===== config.mk =====
export PLATFORM = sky130hd
export DESIGN_NAME = minv_word_io
export DESIGN_NICKNAME = d
export VERILOG_FILES = /design/src/rtl/moddiv_pkg.sv /design/src/rtl/minv_word_io.sv
export SDC_FILE = /design/constraint.sdc
export NUM_CORES = 1
export LEC_CHECK = 0
export BUFFER_PORTS_ARGS = -buffer_cell sky130_fd_sc_hd__clkbuf_2
export CAP_MARGIN = 0
export CORE_MARGIN = 1.5
export CORE_UTILIZATION = 30
export DETAILED_ROUTE_END_ITERATION = 6
export GPL_ROUTABILITY_DRIVEN = 0
export HOLD_SLACK_MARGIN = 0.06
export PLACE_DENSITY_LB_ADDON = 0.12
export SKIP_CTS_REPAIR_TIMING = 1
export SYNTH_ARGS = -nofsm -noshare
export SYNTH_HDL_FRONTEND = slang
export SYNTH_SLANG_ARGS = --single-unit

===== constraint.sdc =====
create_clock -name clk -period 2.2 [get_ports clk]
set_clock_uncertainty 0.1 [all_clocks]
set_input_delay 0.22 -clock clk [delete_from_list [all_inputs] [get_ports clk]]
set_output_delay 0.22 -clock clk [all_outputs]
set_load 0.05 [all_outputs]

===== src/rtl/moddiv_pkg.sv =====
// Shared constants and FSM encoding for the modular-division datapath blocks.
package moddiv_pkg;

  localparam int unsigned NWORDS = 16;
  localparam int unsigned W      = 16;

  typedef enum logic [1:0] {
    StIdle,
    StLoad,
    StUnload
  } word_io_state_e;

endpackage


===== src/rtl/minv_word_io.sv =====
// Word-serial load/unload of the 256-bit U/T register plus single-bit right-shift arbitration.
// Only drives the register's control lines; the register and its input mux live elsewhere.
module minv_word_io #(
  parameter int unsigned NWORDS = moddiv_pkg::NWORDS,
  parameter int unsigned W      = moddiv_pkg::W
) (
  input  logic         clk,
  input  logic         rst_n,
  input  logic         load_start,
  input  logic         unload_start,
  input  logic         in_valid,
  input  logic [W-1:0] in_data,
  output logic         in_ready,
  output logic         out_valid,
  output logic [W-1:0] out_data,
  input  logic         out_ready,
  input  logic         shr_req,
  output logic         shr_ack,
  output logic         busy,
  output logic         done,
  output logic         reg_we,
  output logic         reg_sel_cyc,
  output logic         reg_sel_rs,
  output logic [W-1:0] reg_din,
  input  logic [W-1:0] reg_low
);

  localparam int unsigned CntW = (NWORDS > 1) ? $clog2(NWORDS) : 1;
  localparam logic [CntW-1:0] CntLast = CntW'(NWORDS - 1);

  moddiv_pkg::word_io_state_e state_q, state_d;
  logic [CntW-1:0]            cnt_q, cnt_d;
  logic                       done_q, done_d;

  always_ff @(posedge clk) begin
    if (!rst_n) begin
      state_q <= moddiv_pkg::StIdle;
      cnt_q   <= '0;
      done_q  <= 1'b0;
    end else begin
      state_q <= state_d;
      cnt_q   <= cnt_d;
      done_q  <= done_d;
    end
  end

  always_comb begin
    state_d     = state_q;
    cnt_d       = cnt_q;
    done_d      = 1'b0;
    in_ready    = 1'b0;
    out_valid   = 1'b0;
    out_data    = '0;
    shr_ack     = 1'b0;
    reg_we      = 1'b0;
    reg_sel_cyc = 1'b0;
    reg_sel_rs  = 1'b0;
    reg_din     = '0;

    unique case (state_q)
      moddiv_pkg::StIdle: begin
        // Start requests take priority over a pending shift request.
        if (load_start) begin
          state_d = moddiv_pkg::StLoad;
          cnt_d   = '0;
        end else if (unload_start) begin
          state_d = moddiv_pkg::StUnload;
          cnt_d   = '0;
        end else if (shr_req) begin
          shr_ack    = 1'b1;
          reg_we     = 1'b1;
          reg_sel_rs = 1'b1;
        end
      end
      moddiv_pkg::StLoad: begin
        in_ready = 1'b1;
        if (in_valid) begin
          reg_we  = 1'b1;
          reg_din = in_data;
          if (cnt_q == CntLast) begin
            state_d = moddiv_pkg::StIdle;
            cnt_d   = '0;
            done_d  = 1'b1;
          end else begin
            cnt_d = cnt_q + CntW'(1);
          end
        end
      end
      moddiv_pkg::StUnload: begin
        out_valid = 1'b1;
        out_data  = reg_low;
        // A full 16-word rotation restores the register, so unload is non-destructive.
        if (out_ready) begin
          reg_we      = 1'b1;
          reg_sel_cyc = 1'b1;
          if (cnt_q == CntLast) begin
            state_d = moddiv_pkg::StIdle;
            cnt_d   = '0;
            done_d  = 1'b1;
          end else begin
            cnt_d = cnt_q + CntW'(1);
          end
        end
      end
      default: state_d = moddiv_pkg::StIdle;
    endcase
  end

  assign busy = (state_q != moddiv_pkg::StIdle);
  assign done = done_q;

endmodule


* After elaboration in Yosys (flattened, before gate mapping)
Index checks and enable logic that the tools add are counted.
** Storage, ports and cells
- Flip-flop bits (word level) :: 7
- Input port bits :: 39
- Output and inout port bits :: 40
- Word-level logic and storage cells :: 44
** Cells by class
- $add $sub $neg :: 1
- Eq/ne operators :: 6
- Multiplexer cells :: 29
- Reductions and logical operators :: 5
** Operators by type and width (number)
- two-way mux 16 bit :: 3
- two-way mux 4 bit :: 5
- two-way mux 1 bit :: 12
- case mux 4 bit (3 select lines) :: 1
- two-way mux 2 bit :: 5
- case mux 2 bit (3 select lines) :: 1
- adder 4 x 1 -> 4 bit (second input constant) :: 1
- == test 4 bit (second input constant) :: 1
- != test 2 bit (second input constant) :: 2
- AND reduction 4 bit :: 1
- != test 3 bit (second input constant) :: 1
- case mux 1 bit (3 select lines) :: 1
- AND reduction 3 bit :: 1
- nonzero test 3 bit :: 1
- == test 2 x 1 -> 1 bit (second input constant) :: 1
- == test 2 bit (second input constant) :: 1
- zero test 2 bit :: 1
- case mux 1 bit (2 select lines) :: 1
- nonzero test 2 bit :: 1

* Longest topological paths before layout
- Word-level depth :: 4
- Mapped depth :: 6
- Mapped depth without buffers :: 6

* Worst setup path after synthesis
OpenSTA, ideal clock, no wires.
- Path type :: reg-to-output
- Start point :: reg state_q[0]
- End point :: out reg_we
- Arrival time :: 2306 ps
- Setup slack :: -426 ps
- Stages on the path, launching flop included :: 6
- Path through :: dfxtp_1 -> inv_1 -> ha_1 -> and2_1 -> a211oi_1 -> nor2_1
** On the way
- Word-level cells in the longest chain between the ends :: 2
- Elaborated cells between the ends (all ways) :: 4
- Classes of those cells :: eq/ne: 2; mux: 1; reduce/logical: 1
** RTL lines
- from (decl) :: line minv_word_io.sv:31 : moddiv_pkg::word_io_state_e state_q, state_d;
- from (signal assigned) :: line minv_word_io.sv:37 : state_q <= moddiv_pkg::StIdle;
- from (signal assigned) :: line minv_word_io.sv:41 : state_q <= state_d;
- == test 2 bit (tied with other cells) :: line minv_word_io.sv:60 : unique case (state_q)
- case mux 1 bit (3 select lines) * :: line minv_word_io.sv:60
- to (decl) :: line minv_word_io.sv:21 : output logic reg_we,
Mark *: on every way between the ends. The rest lies on a longest branch, timed or not.

* Final worst setup path
Ends and elaborated chain as after synthesis.

==> run metrics <==
area enclosed by the die boundary=0.002723 mm2; Reg-to-Reg End=cnt_q[3]; data arrival time at the worst-slack endpoint=1.77 ns; core area=0.002255 mm2; clock slew seen by the registers of the worst setup and hold paths=0.06 ns; Die W=52.19 um; FF-to-FF setup slack=0.25 ns; crit-path leading delay family=simple AND/OR/NAND/NOR gates; Highest Clock Rate=0.4784 GHz; global route overflow=0; setup repair after global routing missed its margin=false; endpoint required time on the critical path=1.88 ns; setup slack at placement=0.1653 ns; Post-Synthesis Cell Area=725.7 um2; length of the first detailed-routing pass in iterations=2; Die Y-Extent=52.19 um; ANT cells=0; depth of the worst register-to-register path=7; total power draw=around 1.6 mW; worst min-delay path category=in -> reg; final non-filler cell area=0.001189 mm2; post-layout minimum cycle time=2.090 ns; commonest cells after routing, fill and taps aside=sky130_fd_sc_hd__clkbuf_2 (77), sky130_fd_sc_hd__and2_1 (17), sky130_fd_sc_hd__and3_1 (17); actual slew at the worst max-slew pin=0.4130 ns; part of the cycle the worst path needs=0.9502; Clk Latency, worst-skew pair=0.25 ns; final core utilization=0.5272; crit path buf inv count=2; number of cell rows=17; max-slew violation count=0; DR vias=902; VDD IR max=0.6977 mV; leading cell type in the layout, fill and taps excluded=sky130_fd_sc_hd__clkbuf_2; run status=finished clean; R2R Path Start=state_q[0]; post-synthesis net count=135; number of input and output port buffers inserted=78; leading register cell type out of synthesis=sky130_fd_sc_hd__dfxtp_1; buffers from clock root to sink, at most=2; violation count after the first detailed-route iteration=5; Hold Path Depth=2; HP Start=rst_n; first-pass GRT wire length=between 2 and 3 mm; Ports=79; Worst Hold Margin=0.1728 ns; TritonCTS buffer count=3; fraction of layout cells with a size suffix above 1=0.5529; highest cell delay on the worst timing path=around 0.36 ns; Setup Crit Path Kind=reg -> out; Final Hold Viols=0; worst slew slack as a fraction of its limit=0.7226; largest net degree at the start of global routing=21; synthesized flop and latch total=7; number of levels in the clock H-tree=1; power density of the placed cells=roughly 1300 mW/mm2; startpoint type of the worst setup path=flip-flop; crit path setup slack, layout=between 0.1 and 0.15 ns; DR DRC count=0; register area share after synthesis=0.1931; total number of yosys warnings=0; async set or reset register ratio after synthesis=0; initial antenna violation count=0; endpoint with the worst hold slack=cnt_q[3]; critical-path maximum fanout=5; Cells after Synth=90; ANT nets after route=0; series of cell instances along the critical path=inv_1 -> ha_1 -> nor3b_4 -> and2_2 -> a211oi_1 -> nor2_2 -> buf_2; post-detailed-routing wire length=2.025 mm; Mean Syn Cell Area=8.063 um2; distinct cell type count after synthesis=27; final routed wire length divided by cell count=10.23 um; number of global-route vias before repair=between 700 and 800; TritonCTS Sinks=7; total instance count after detailed placement=between 150 and 200; final setup fails=0; endpoint class of the critical path=output pin; TritonCTS clock tree=yes; clock tree root buffer cell=sky130_fd_sc_hd__clkbuf_4; library cell contributing the largest single delay on the critical path=sky130_fd_sc_hd__dfxtp_2; detailed-placement wirelength estimate=1.679 mm; global router's overall resource usage=0.1398; P&R area growth vs syn=63.79%; total of max-cap violations=0; number of enable flip-flop cells after synthesis=0; setup_tns=0 ns; number of standard cells in the final layout excluding fillers=198; leakage=0.7315 nW; Initial Utilization=0.3219; Placed Instance Area=0.001139 mm2; Via density=approximately 4.6; net count of the finished layout=216
[logic make-up after synthesis]
kind of cell               count (synthesis)  share of synthesized area
and+or+nand+nor                           57                     0.5086
AOI/OAI and AO/OA                         10                     0.1276
muxes                                      1                    0.01379
DFF                                        7                     0.1931
buffers and inverters                      9                    0.05345
adders and majority gates                  6                     0.1034
[routing by layer]
| metal | GRT usage | share of wire |
|---|---|---|
| met2 | 0.2595 | 0.50 |
| met1 | 0.1585 | 0.40 |
| met3 | 0.04857 | 0.095 |
| met4 | 0.01282 | 0 |
| met5 | 0 | 0 |
[sequential cells by signal, indices dropped and copies added (netlist names)]
signal   count
cnt_q        4
state_q      2
done         1
[Yosys cell counts (2+ instances only)]
master                     instances  area (um2)
sky130_fd_sc_hd__and2_1           19       118.9
sky130_fd_sc_hd__and3_1           17       106.4
sky130_fd_sc_hd__dfxtp_1           7       140.1
sky130_fd_sc_hd__ha_1              6       75.07
sky130_fd_sc_hd__inv_1             5       18.77
sky130_fd_sc_hd__nand3_1           5       25.02
sky130_fd_sc_hd__a21boi_0          4       30.03
sky130_fd_sc_hd__nand2b_1          4       25.02
sky130_fd_sc_hd__a21oi_1           2       10.01
sky130_fd_sc_hd__clkbuf_1          2       7.510
sky130_fd_sc_hd__nand2_1           2       7.510
sky130_fd_sc_hd__nor2_1            2       7.510
[how the worst max path moves through the flow]
| stage | depth (start not counted) | startpoint | slack [ns] | endpoint |
|---|---|---|---|---|
| after floorplan | 6 | state_q[0] | 0.02 | reg_we |
| after global placement | 7 | state_q[0] | 0.25 | reg_we |
| after detailed placement | 7 | state_q[1] | 0.17 | reg_we |
| after CTS | 7 | state_q[0] | -0.12 | reg_we |
| after global routing | 7 | state_q[1] | 0.0004 | reg_we |
| final | 7 | state_q[0] | 0.11 | reg_we |
[final cells by class]
class	instances	area (um2)
Multi-Input combinational cell	74	560.5
Fill cell	226	1066
Inverter	5	18.77
Tap cell	28	35.03
Sequential cell	7	142.6
Clock buffer	4	26.28
Timing Repair Buffer	80	405.4
[power by group]
part	switching, mW	total, mW	internal, mW
logic	0.890	1.27	0.378
clock network	0.0486	0.118	0.0693
registers	0.0291	0.189	0.160
total	0.968	1.57	0.607
Note: power is estimated with default switching activity, not from simulation.
